[config.mk]
export PLATFORM = sky130hd
export DESIGN_NAME = b_req_responder
export DESIGN_NICKNAME = d
export VERILOG_FILES = /design/src/rtl/b_req_responder.sv
export SDC_FILE = /design/constraint.sdc
export NUM_CORES = 1
export LEC_CHECK = 0
export BUFFER_PORTS_ARGS = -buffer_cell sky130_fd_sc_hd__buf_2
export CAP_MARGIN = 25
export CORE_ASPECT_RATIO = 0.5
export CORE_UTILIZATION = 49
export CTS_CLUSTER_SIZE = 25
export DETAILED_ROUTE_END_ITERATION = 12
export GPL_TIMING_DRIVEN = 0
export PLACE_DENSITY = 0.71
export SKIP_CTS_REPAIR_TIMING = 1
export SLEW_MARGIN = 40
export SYNTH_ARGS = -nofsm -noshare
export SYNTH_HDL_FRONTEND = slang
export SYNTH_SLANG_ARGS = --single-unit
[constraint.sdc]
create_clock -name clk -period 2.5 [get_ports clk]
set_clock_uncertainty 0.05 [all_clocks]
set_input_delay 0.125 -clock clk [delete_from_list [all_inputs] [get_ports clk]]
set_output_delay 0.125 -clock clk [all_outputs]
set_load 0.05 [all_outputs]
[src/rtl/b_req_responder.sv]
// B-side request endpoint: buffers incoming requests in a FIFO, reads memory
// for each one in order and returns address+data on a ready/valid channel.
module b_req_responder #(
  parameter int ADDR_W     = 12,
  parameter int DATA_W     = 32,
  parameter int FIFO_DEPTH = 8
) (
  input  logic                          clk,
  input  logic                          rst_n,
  input  logic                          Valid,
  input  logic [ADDR_W-1:0]             Address,
  output logic                          mem_rd_en,
  output logic [ADDR_W-1:0]             mem_rd_addr,
  input  logic [DATA_W-1:0]             mem_rd_data,
  output logic                          resp_valid,
  input  logic                          resp_ready,
  output logic [ADDR_W-1:0]             resp_addr,
  output logic [DATA_W-1:0]             resp_data,
  output logic [$clog2(FIFO_DEPTH):0]   fifo_level,
  output logic                          overflow_err,
  output logic [7:0]                    drop_cnt
);

  localparam int PTR_W = $clog2(FIFO_DEPTH);
  localparam logic [PTR_W:0] FULL_LEVEL = (PTR_W+1)'(FIFO_DEPTH);

  typedef enum logic [1:0] {IDLE, WAIT, RESP} state_t;

  state_t            state;
  logic [ADDR_W-1:0] fifo_mem [FIFO_DEPTH];
  logic [PTR_W-1:0]  wr_ptr;
  logic [PTR_W-1:0]  rd_ptr;
  logic              fifo_empty;
  logic              fifo_full;
  logic              pop;
  logic              push;
  logic              drop;

  // A pop frees a slot in the same cycle, so a full FIFO can still accept a push.
  assign fifo_empty  = (fifo_level == '0);
  assign fifo_full   = (fifo_level == FULL_LEVEL);
  assign pop         = (state == IDLE) && !fifo_empty;
  assign push        = Valid && (!fifo_full || pop);
  assign drop        = Valid && fifo_full && !pop;
  assign mem_rd_en   = pop;
  assign mem_rd_addr = pop ? fifo_mem[rd_ptr] : '0;

  always_ff @(posedge clk) begin
    if (!rst_n) begin
      state        <= IDLE;
      wr_ptr       <= '0;
      rd_ptr       <= '0;
      fifo_level   <= '0;
      resp_valid   <= 1'b0;
      resp_addr    <= '0;
      resp_data    <= '0;
      overflow_err <= 1'b0;
      drop_cnt     <= '0;
    end else begin
      if (push) begin
        fifo_mem[wr_ptr] <= Address;
        wr_ptr           <= wr_ptr + 1'b1;
      end
      if (pop) begin
        rd_ptr <= rd_ptr + 1'b1;
      end
      case ({push, pop})
        2'b10:   fifo_level <= fifo_level + 1'b1;
        2'b01:   fifo_level <= fifo_level - 1'b1;
        default: fifo_level <= fifo_level;
      endcase

      // Dropped requests are remembered until the next reset; the counter saturates.
      if (drop) begin
        overflow_err <= 1'b1;
        if (drop_cnt != 8'hFF) begin
          drop_cnt <= drop_cnt + 1'b1;
        end
      end

      case (state)
        IDLE: begin
          if (pop) begin
            resp_addr <= fifo_mem[rd_ptr];
            state     <= WAIT;
          end
        end
        WAIT: begin
          resp_data  <= mem_rd_data;
          resp_valid <= 1'b1;
          state      <= RESP;
        end
        RESP: begin
          if (resp_ready) begin
            resp_valid <= 1'b0;
            state      <= IDLE;
          end
        end
        default: state <= IDLE;
      endcase
    end
  end

endmodule

==> results.py, run 1 <==
metrics = {
    "status": {
        "status": "finished clean",
    },
    "global_routing": {
        "grt_overflow": 0,
        "grt.total_usage_pct": 21.6,
        "antenna_found_initial": 0,
        "grt_max_degree": 17,
        "grt_pass1_vias": 3863,
        "grt_pass1_wl_um": 21100,
    },
    "clock_network": {
        "cts_made_buffers": 17,
        "clock_path_buffers": 2,
        "ctsHtreeMaxLevel": 4,
        "clkLatencyLatePin_ns": 0.41,
        "cts.clk_slew.worst_paths_ns": 0.06,
        "tritoncts": "built",
        "root_buffer": "clkbuf_16",
        "cts_sinks": 165,
    },
    "timing": {
        "tightest_slew_ns": 0.831,
        "slew_viol_final": 0,
        "clock.fmax_mhz": 418,
        "hold_viol_final": 0,
        "timing.final.crit_share_pct": 95.6,
        "post-route-min-period_ns": 2.39,
        "setup_slack_ns": 0.110,
        "maxSlewHeadroom_pct": 44.4,
        "finalSetupViolCount": 0,
    },
    "placement": {
        "gp_congestion": 0.829,
        "portBuffers": 116,
        "dp_hpwl_um": 9380,
        "placed_area_um2": 7190,
        "dpl_worst_slack_ns": -0.0135,
    },
    "logic_synthesis": {
        "ys_ff_latch": 165,
        "synth_top_area_share_pct": 45.8,
        "synth_area_um2": 6300,
        "synth_seq_area_share_pct": 67.7,
        "ys_top_cells_by_area": "edfxtp_1 (46%), dfxtp_1 (22%), mux4_2 (8.6%)",
        "syn_area_per_cell_um2": 13.2,
        "synth_largest_area_cell": "edfxtp_1",
        "syn-num-nets": 528,
        "yosys.cell_types.count": 39,
        "yosysWarnings": 0,
        "synthCells": 476,
    },
    "floorplanning": {
        "start_util_pct": 51.8,
        "fp.dieW_um": 162,
        "die_height_um": 82.2,
        "rows": 28,
        "ios": 119,
        "core_area_um2": 12200,
        "dieArea_um2": 13300,
    },
    "flow_run": {
        "cap_violations": 0,
    },
    "final_layout": {
        "drive_gt1_share_pct": 30.1,
        "num-nets-final": 714,
        "final_cell_area_um2": 8260,
        "layout_common_cells": "buf_2 (121), edfxtp_1 (96), nand2_1 (78)",
        "mostFrequentLayoutCell": "buf_2",
        "multiInputGateArea_um2": 1970,
        "antennaDiodeCount": 0,
        "areaGrowthSynthToFinish_pct": 31.1,
        "fillers": 886,
        "seq_area_um2": 4270,
    },
    "worst_setup_path": {
        "cp.arrival_ns": 2.22,
        "crit_required_ns": 2.33,
        "worstSetupPathType": "reg2out",
        "critPathMaxFanout": 10,
        "r2r-end": "fifo_mem[1][10]",
        "r2r_cells": 5,
        "start_kind": "flop",
        "ff2ff_setup_slack_ns": 0.18,
        "r2r_start": "state[1]",
        "crit_end": "mem_rd_addr[5]",
        "worst_setup_path_end_kind": "primary output",
    },
    "detailed_routing": {
        "viasPerCell": 5.25,
        "wire_per_inst_um": 17.4,
        "route.detailed.drc": 0,
        "drt_iter0_drc": 355,
        "vias": 4410,
        "routed_wl_um": 14600,
        "drt_first_pass_iters": 5,
        "final_antenna_net_count": 0,
    },
    "pwr": {
        "power_mw": 9.35,
        "p_leak_nw": 3.12,
        "peakVddDrop_mv": 0.591,
        "powerDensity_nw_per_um2": 1130,
    },
    "min_path": {
        "min_path_type": "in2reg",
    },
}
[power by group]
| group | switching, mW | total [mW] | leakage [nW] | internal, mW |
|---|---|---|---|---|
| registers | 0.210 | 3.39 | 1.43 | 3.18 |
| logic | 2.46 | 3.39 | 1.40 | 0.924 |
| clock network | 1.09 | 2.57 | 0.287 | 1.48 |
[critical path: stages (launching register included)]
cell     delay [ns]
dfxtp_2        0.45
buf_6          0.23
mux4_2         0.57
mux2i_2        0.26
nor2_1         0.07
buf_2          0.22
[layout make-up]
class	instances	area share, %
inverters	5	0.227
clock inverters	12	1.47
flip-flops and latches	165	51.6
plain buffers	27	1.68
clock buffers	20	5.66
well taps	165	2.50
repair buffers	169	13.0
multi-input cells	277	23.8
[kinds of logic after synthesis]
group | synth area share [%]
DFF | 67.7
buffers and inverters | 2.24
muxes | 11.1
xor gates and xnor gates | 0.834
and+or+nand+nor | 11.0
AOI/OAI and AO/OA | 6.33
adders and majority gates | 0.794
[sequential cells by signal, summed over array words and instances, names as in the netlist, named ones only]
name and count:
rd_ptr 3, state 2, resp_valid 1, drop_cnt 8, resp_data 32, overflow_err 1, fifo_mem 96, fifo_level 4
resp_addr 12, wr_ptr 3
[layer usage]
metal  share of wire, %  GRT usage, %  vias to the layer above
met5                  0             0                        -
met4               0.83          7.64                        0
li1                   -             -                     2132
met2                 49          35.9                      140
met3                6.4          4.45                       10
met1                 44          28.6                     2128
[synthesized netlist by cell type]
master and count:
a21oi_1 43, a32oi_1 1, and4_1 2, buf_1 2, buf_2 2, buf_4 1
buf_6 1, clkbuf_1 23, dfxtp_1 69, edfxtp_1 96, ha_1 4, inv_1 5
mux2i_1 16, mux4_2 24, nand2_1 79, nand2b_1 3, nand3_1 17, nand3b_1 1
nand4_1 2, nor2_1 26, nor2b_1 1, nor3_1 9, nor4_1 3, nor4b_1 1
o211ai_1 2, o21ai_0 18, o21ai_1 1, o21ba_2 1, o21bai_1 1, o22ai_1 1
o311a_1 1, o31ai_1 3, o41ai_1 1, or2_2 1, or3_1 2, or3_4 2
or4_1 5, xnor2_1 2, xor2_1 4
[metrics by stage]
stage	hold WS (ns)	setup TNS [ns]	utilization, %	instances
5_1_grt	0.0443	-0.0190	67.9	840
3_3_place_gp	0.316	-43.64	58.4	757
3_5_place_dp	0.322	-0.0659	59.2	766
2_1_floorplan	0.174	-10.38	-	476
6_report	0.0176	0	67.9	840
4_1_cts	-0.121	-4.54	64.0	798
[how the worst min path moves through the flow]
stage,depth (start not counted),slack (ns),endpoint,startpoint
3_3_place_gp,3,0.32,resp_data[6],mem_rd_data[6]
5_1_grt,4,0.04,state[1],resp_ready
2_1_floorplan,0,0.17,fifo_mem[0][0],Address[0]
4_1_cts,3,-0.12,resp_data[6],mem_rd_data[6]
3_5_place_dp,3,0.32,resp_data[5],mem_rd_data[5]
6_report,4,0.02,state[1],resp_ready
No activity file was read; power rests on OpenSTA's default activity.
==> run 2: changes to the inputs <==
==> constraint.sdc (replaced) <==
create_clock -name clk -period 2.5 [get_ports clk]
set_clock_uncertainty 0.05 [all_clocks]
set_input_delay 0.5 -clock clk [delete_from_list [all_inputs] [get_ports clk]]
set_output_delay 0.5 -clock clk [all_outputs]
set_load 0.05 [all_outputs]
==> results.py, run 2 (synthesis results as in run 1) <==
metrics = {
    "global_routing": {
        "grt_max_degree": 17,
        "grt_pass1_wl_um": 20100,
        "grt_pass1_vias": 3768,
        "grt_overflow": 0,
        "grt.total_usage_pct": 20.6,
        "antenna_found_initial": 0,
    },
    "worst_setup_path": {
        "r2r_cells": 7,
        "r2r_start": "fifo_level[1]",
        "worstSetupPathType": "reg2out",
        "critPathMaxFanout": 6,
        "worst_setup_path_end_kind": "primary output",
        "r2r-end": "fifo_mem[1][8]",
        "ff2ff_setup_slack_ns": 0.13,
        "start_kind": "flop",
        "cp.arrival_ns": 2.00,
        "crit_required_ns": 1.95,
    },
    "floorplanning": {
        "fp.dieW_um": 162,
        "die_height_um": 82.2,
        "core_area_um2": 12200,
        "start_util_pct": 51.8,
        "rows": 28,
        "dieArea_um2": 13300,
        "ios": 119,
    },
    "timing": {
        "maxSlewHeadroom_pct": 46.8,
        "hold_viol_final": 0,
        "rsz0062_at_grt": "yes",
        "clock.fmax_mhz": 393,
        "setup_slack_ns": -0.0477,
        "post-route-min-period_ns": 2.55,
        "timing.final.crit_share_pct": 102,
        "slew_viol_final": 0,
        "finalSetupViolCount": 10,
        "tightest_slew_ns": 0.794,
    },
    "detailed_routing": {
        "route.detailed.drc": 0,
        "wire_per_inst_um": 18.2,
        "routed_wl_um": 14700,
        "final_antenna_net_count": 0,
        "drt_iter0_drc": 358,
        "vias": 4345,
        "drt_first_pass_iters": 4,
        "viasPerCell": 5.38,
    },
    "final_layout": {
        "areaGrowthSynthToFinish_pct": 29.9,
        "multiInputGateArea_um2": 2140,
        "layout_common_cells": "buf_2 (112), edfxtp_1 (96), nand2_1 (78)",
        "largest_register": "fifo_mem",
        "num-nets-final": 681,
        "reg.largest.list": "fifo_mem (96), resp_data (32), resp_addr (12)",
        "antennaDiodeCount": 0,
        "fillers": 884,
        "finish.utilization_pct": 67.3,
        "drive_gt1_share_pct": 37.4,
        "mostFrequentLayoutCell": "buf_2",
        "seq_area_um2": 4270,
        "fin_cells": 807,
        "largest_reg_flops": 96,
    },
    "min_path": {
        "hold_end": "resp_data[7]",
        "hold_depth": 3,
        "hp-start": "mem_rd_data[7]",
        "min_path_type": "in2reg",
    },
    "clock_network": {
        "clock_path_buffers": 2,
        "cts_sinks": 165,
        "clkLatencyLatePin_ns": 0.42,
        "cts.clk_slew.worst_paths_ns": 0.07,
        "tritoncts": "built",
        "ctsHtreeMaxLevel": 4,
        "cts_made_buffers": 17,
        "root_buffer": "clkbuf_16",
    },
    "status": {
        "status": "finished with violations",
        "violations": "setup timing",
    },
    "placement": {
        "gp_congestion": 0.811,
        "dp_hpwl_um": 9110,
        "place_inst": 767,
        "portBuffers": 116,
    },
    "pwr": {
        "powerDensity_nw_per_um2": 1210,
        "p_leak_nw": 3.03,
        "peakVddDrop_mv": 0.729,
    },
    "flow_run": {
        "cap_violations": 0,
    },
}
-- run 2: changes by cell type in the layout (fill, tap and decap cells not counted), sizes merged --
| cell | delta |
|---|---|
| buf | +13 |
| clkbuf | -4 |
| clkinvlp | +2 |
| dlygate4sd3 | -44 |
-- run 2: how the worst max path moves through the flow --
stage	from	depth (start not counted)	slack [ns]	to
2_1_floorplan	fifo_level[0]	3	-0.40	fifo_mem[1][0]
3_3_place_gp	rst_n	4	-1.84	fifo_mem[2][5]
3_5_place_dp	flop	6	-0.35	mem_rd_addr[6]
4_1_cts	flop	6	-0.80	mem_rd_addr[6]
5_1_grt	flop	5	-0.1	mem_rd_addr[2]
6_report	flop	5	-0.05	mem_rd_addr[8]
-- run 2: power breakdown --
| group | total (mW) | switching [mW] | internal (mW) |
|---|---|---|---|
| Clock | 2.48 | 1.10 | 1.38 |
| Sequential | 3.41 | 0.224 | 3.19 |
| Combinational | 4.04 | 2.69 | 1.36 |
| Total | 9.93 | 4.01 | 5.92 |
-- run 2: layer usage --
layer	share of wire (%)	GRT usage, %	up-vias
met5	0	0	-
met4	1.1	9.43	0
met3	6.3	4.20	12
met2	48	33.0	147
met1	45	27.5	2121
li1	-	-	2065
-- run 2: final cells by class --
| class | instances | share of cell area (%) |
|---|---|---|
| Inverter | 5 | 0.229 |
| Buffer | 27 | 2.14 |
| Sequential cell | 165 | 52.2 |
| Clock inverter | 14 | 1.57 |
| Clock buffer | 18 | 5.24 |
| Multi-Input combinational cell | 277 | 26.1 |
| Timing Repair Buffer | 136 | 10.0 |
| Tap cell | 165 | 2.52 |
-- run 2: critical path, cell delays in order, from the launching register on --
cell       delay, ns
dfxtp_4         0.44
clkbuf_16       0.19
mux4_2          0.54
mux2i_4         0.20
nor2_2          0.06
buf_6           0.15
-- run 2: through the flow --
step	instance area, um^2	worst slack, ns	hold slack (ns)	setup TNS (ns)	power [mW]
floorplan	6340	-0.396	0.404	-10.38	6.02
global route	8190	-0.0977	0.261	-0.829	10.3
CTS	7780	-0.797	0.250	-9.10	9.28
global placement	7130	-1.84	0.389	-72.08	6.77
finish	8190	-0.0477	0.260	-0.271	9.93
detailed placement	7230	-0.348	0.396	-6.02	6.82
==> run 3: changes to the inputs <==
--- a/config.mk
+++ b/config.mk
@@ -18,3 +18,4 @@
 export SYNTH_ARGS = -nofsm -noshare
 export SYNTH_HDL_FRONTEND = slang
 export SYNTH_SLANG_ARGS = --single-unit
+export TNS_END_PERCENT = 1
==> results.py, run 3 (synthesis results as in run 1) <==
metrics = {
    "detailed_routing": {
        "final_antenna_net_count": 0,
        "viasPerCell": 5.33,
        "route.detailed.drc": 0,
        "drt_first_pass_iters": 5,
        "routed_wl_um": 13900,
        "vias": 4289,
        "drt_iter0_drc": 339,
        "wire_per_inst_um": 17.3,
    },
    "timing": {
        "post-route-min-period_ns": 2.60,
        "finalSetupViolCount": 12,
        "tightest_slew_ns": 0.739,
        "slew_viol_final": 0,
        "timing.final.crit_share_pct": 104,
        "rsz0062_at_grt": "yes",
        "setup_slack_ns": -0.0990,
        "clock.fmax_mhz": 385,
        "hold_viol_final": 0,
        "maxSlewHeadroom_pct": 50.7,
    },
    "pwr": {
        "p_leak_nw": 2.95,
        "peakVddDrop_mv": 0.619,
        "powerDensity_nw_per_um2": 1170,
        "power_mw": 9.23,
    },
    "worst_setup_path": {
        "worst_setup_path_end_kind": "primary output",
        "worstSetupPathType": "reg2out",
        "crit_required_ns": 1.95,
        "critPathMaxFanout": 10,
        "cp.arrival_ns": 2.05,
        "start_kind": "flop",
        "ff2ff_setup_slack_ns": 0.14,
    },
    "global_routing": {
        "grt_overflow": 0,
        "antenna_found_initial": 0,
        "grt.total_usage_pct": 21.6,
        "grt_max_degree": 17,
        "grt_pass1_wl_um": 21200,
        "grt_pass1_vias": 3894,
    },
    "final_layout": {
        "largest_register": "fifo_mem",
        "mostFrequentLayoutCell": "buf_2",
        "antennaDiodeCount": 0,
        "reg.largest.list": "fifo_mem (96), resp_data (32), resp_addr (12)",
        "drive_gt1_share_pct": 34.0,
        "final_cell_area_um2": 7870,
        "layout_common_cells": "buf_2 (123), edfxtp_1 (96), nand2_1 (78)",
        "areaGrowthSynthToFinish_pct": 24.8,
        "num-nets-final": 678,
        "largest_reg_flops": 96,
        "finish.utilization_pct": 64.7,
    },
    "clock_network": {
        "ctsHtreeMaxLevel": 4,
        "clock_path_buffers": 2,
        "cts_made_buffers": 17,
        "tritoncts": "built",
        "cts_sinks": 165,
        "cts.clk_slew.worst_paths_ns": 0.07,
        "clkLatencyLatePin_ns": 0.42,
        "root_buffer": "clkbuf_16",
    },
    "placement": {
        "placed_area_um2": 7210,
        "gp_congestion": 0.788,
        "dp_hpwl_um": 9490,
        "portBuffers": 116,
        "dpl_worst_slack_ns": -0.329,
    },
    "floorplanning": {
        "ios": 119,
        "core_area_um2": 12200,
        "start_util_pct": 51.8,
        "rows": 28,
        "dieArea_um2": 13300,
        "fp.dieW_um": 162,
        "die_height_um": 82.2,
    },
    "min_path": {
        "min_path_type": "in2reg",
    },
    "flow_run": {
        "cap_violations": 0,
    },
    "status": {
        "status": "finished with violations",
        "violations": "setup timing",
    },
}
## run 3: cell types whose count changed in the layout (fill, tap and decap cells not counted), sizes merged
| cell | previous run | this run |
|---|---|---|
| buf | 143 | 139 |
| clkinv | 7 | 5 |
| clkinvlp | 3 | 5 |
| bufinv | 1 | 0 |
| clkbuf | 38 | 39 |
| inv | 8 | 9 |
## run 3: final timing paths
kind | from | end | cells after the start
worst min register to register | resp_data[0] | resp_data[0] | 2
worst max register to register | fifo_level[1] | fifo_mem[3][8] | 6
worst max-delay path | fifo_level[3] | mem_rd_addr[9] | 5
worst min-delay path | mem_rd_data[3] | resp_data[3] | 3
## run 3: area by class of cell
class,instances,area [um^2]
timing repair buffer,133,691
buffer,27,161
multi-input combinational,277,1990
sequential,165,4270
fill,901,4290
inverter,5,18.8
clock inverter,14,103
tap,165,206
clock buffer,18,429
## run 3: metrics by stage
step                      hold WS, ns  TNS, ns  cells
after floorplan                 0.404   -11.34    476
after global placement          0.390   -83.70    757
after detailed placement        0.394    -6.19    770
after CTS                       0.256    -8.92    802
after global routing            0.268    -1.90    804
final                           0.265   -0.952    804
## run 3: critical path, stage by stage (launching register included)
cell	delay [ns]
dfxtp_1	0.37
or4_4	0.59
nand2_4	0.14
clkbuf_4	0.23
nor2_1	0.08
buf_2	0.21
## run 3: metal layers
| layer | part of all wire, % | GRT usage, % |
|---|---|---|
| met1 | 45 | 29.2 |
| met2 | 48 | 35.3 |
| met3 | 5.8 | 4.05 |
| met4 | 1.0 | 8.30 |
| met5 | 0 | 0 |
## run 3: power breakdown
| group | internal [mW] | switching (mW) | total (mW) |
|---|---|---|---|
| Combinational | 0.980 | 2.49 | 3.47 |
| Sequential | 3.18 | 0.210 | 3.39 |
| Clock | 1.28 | 1.08 | 2.36 |
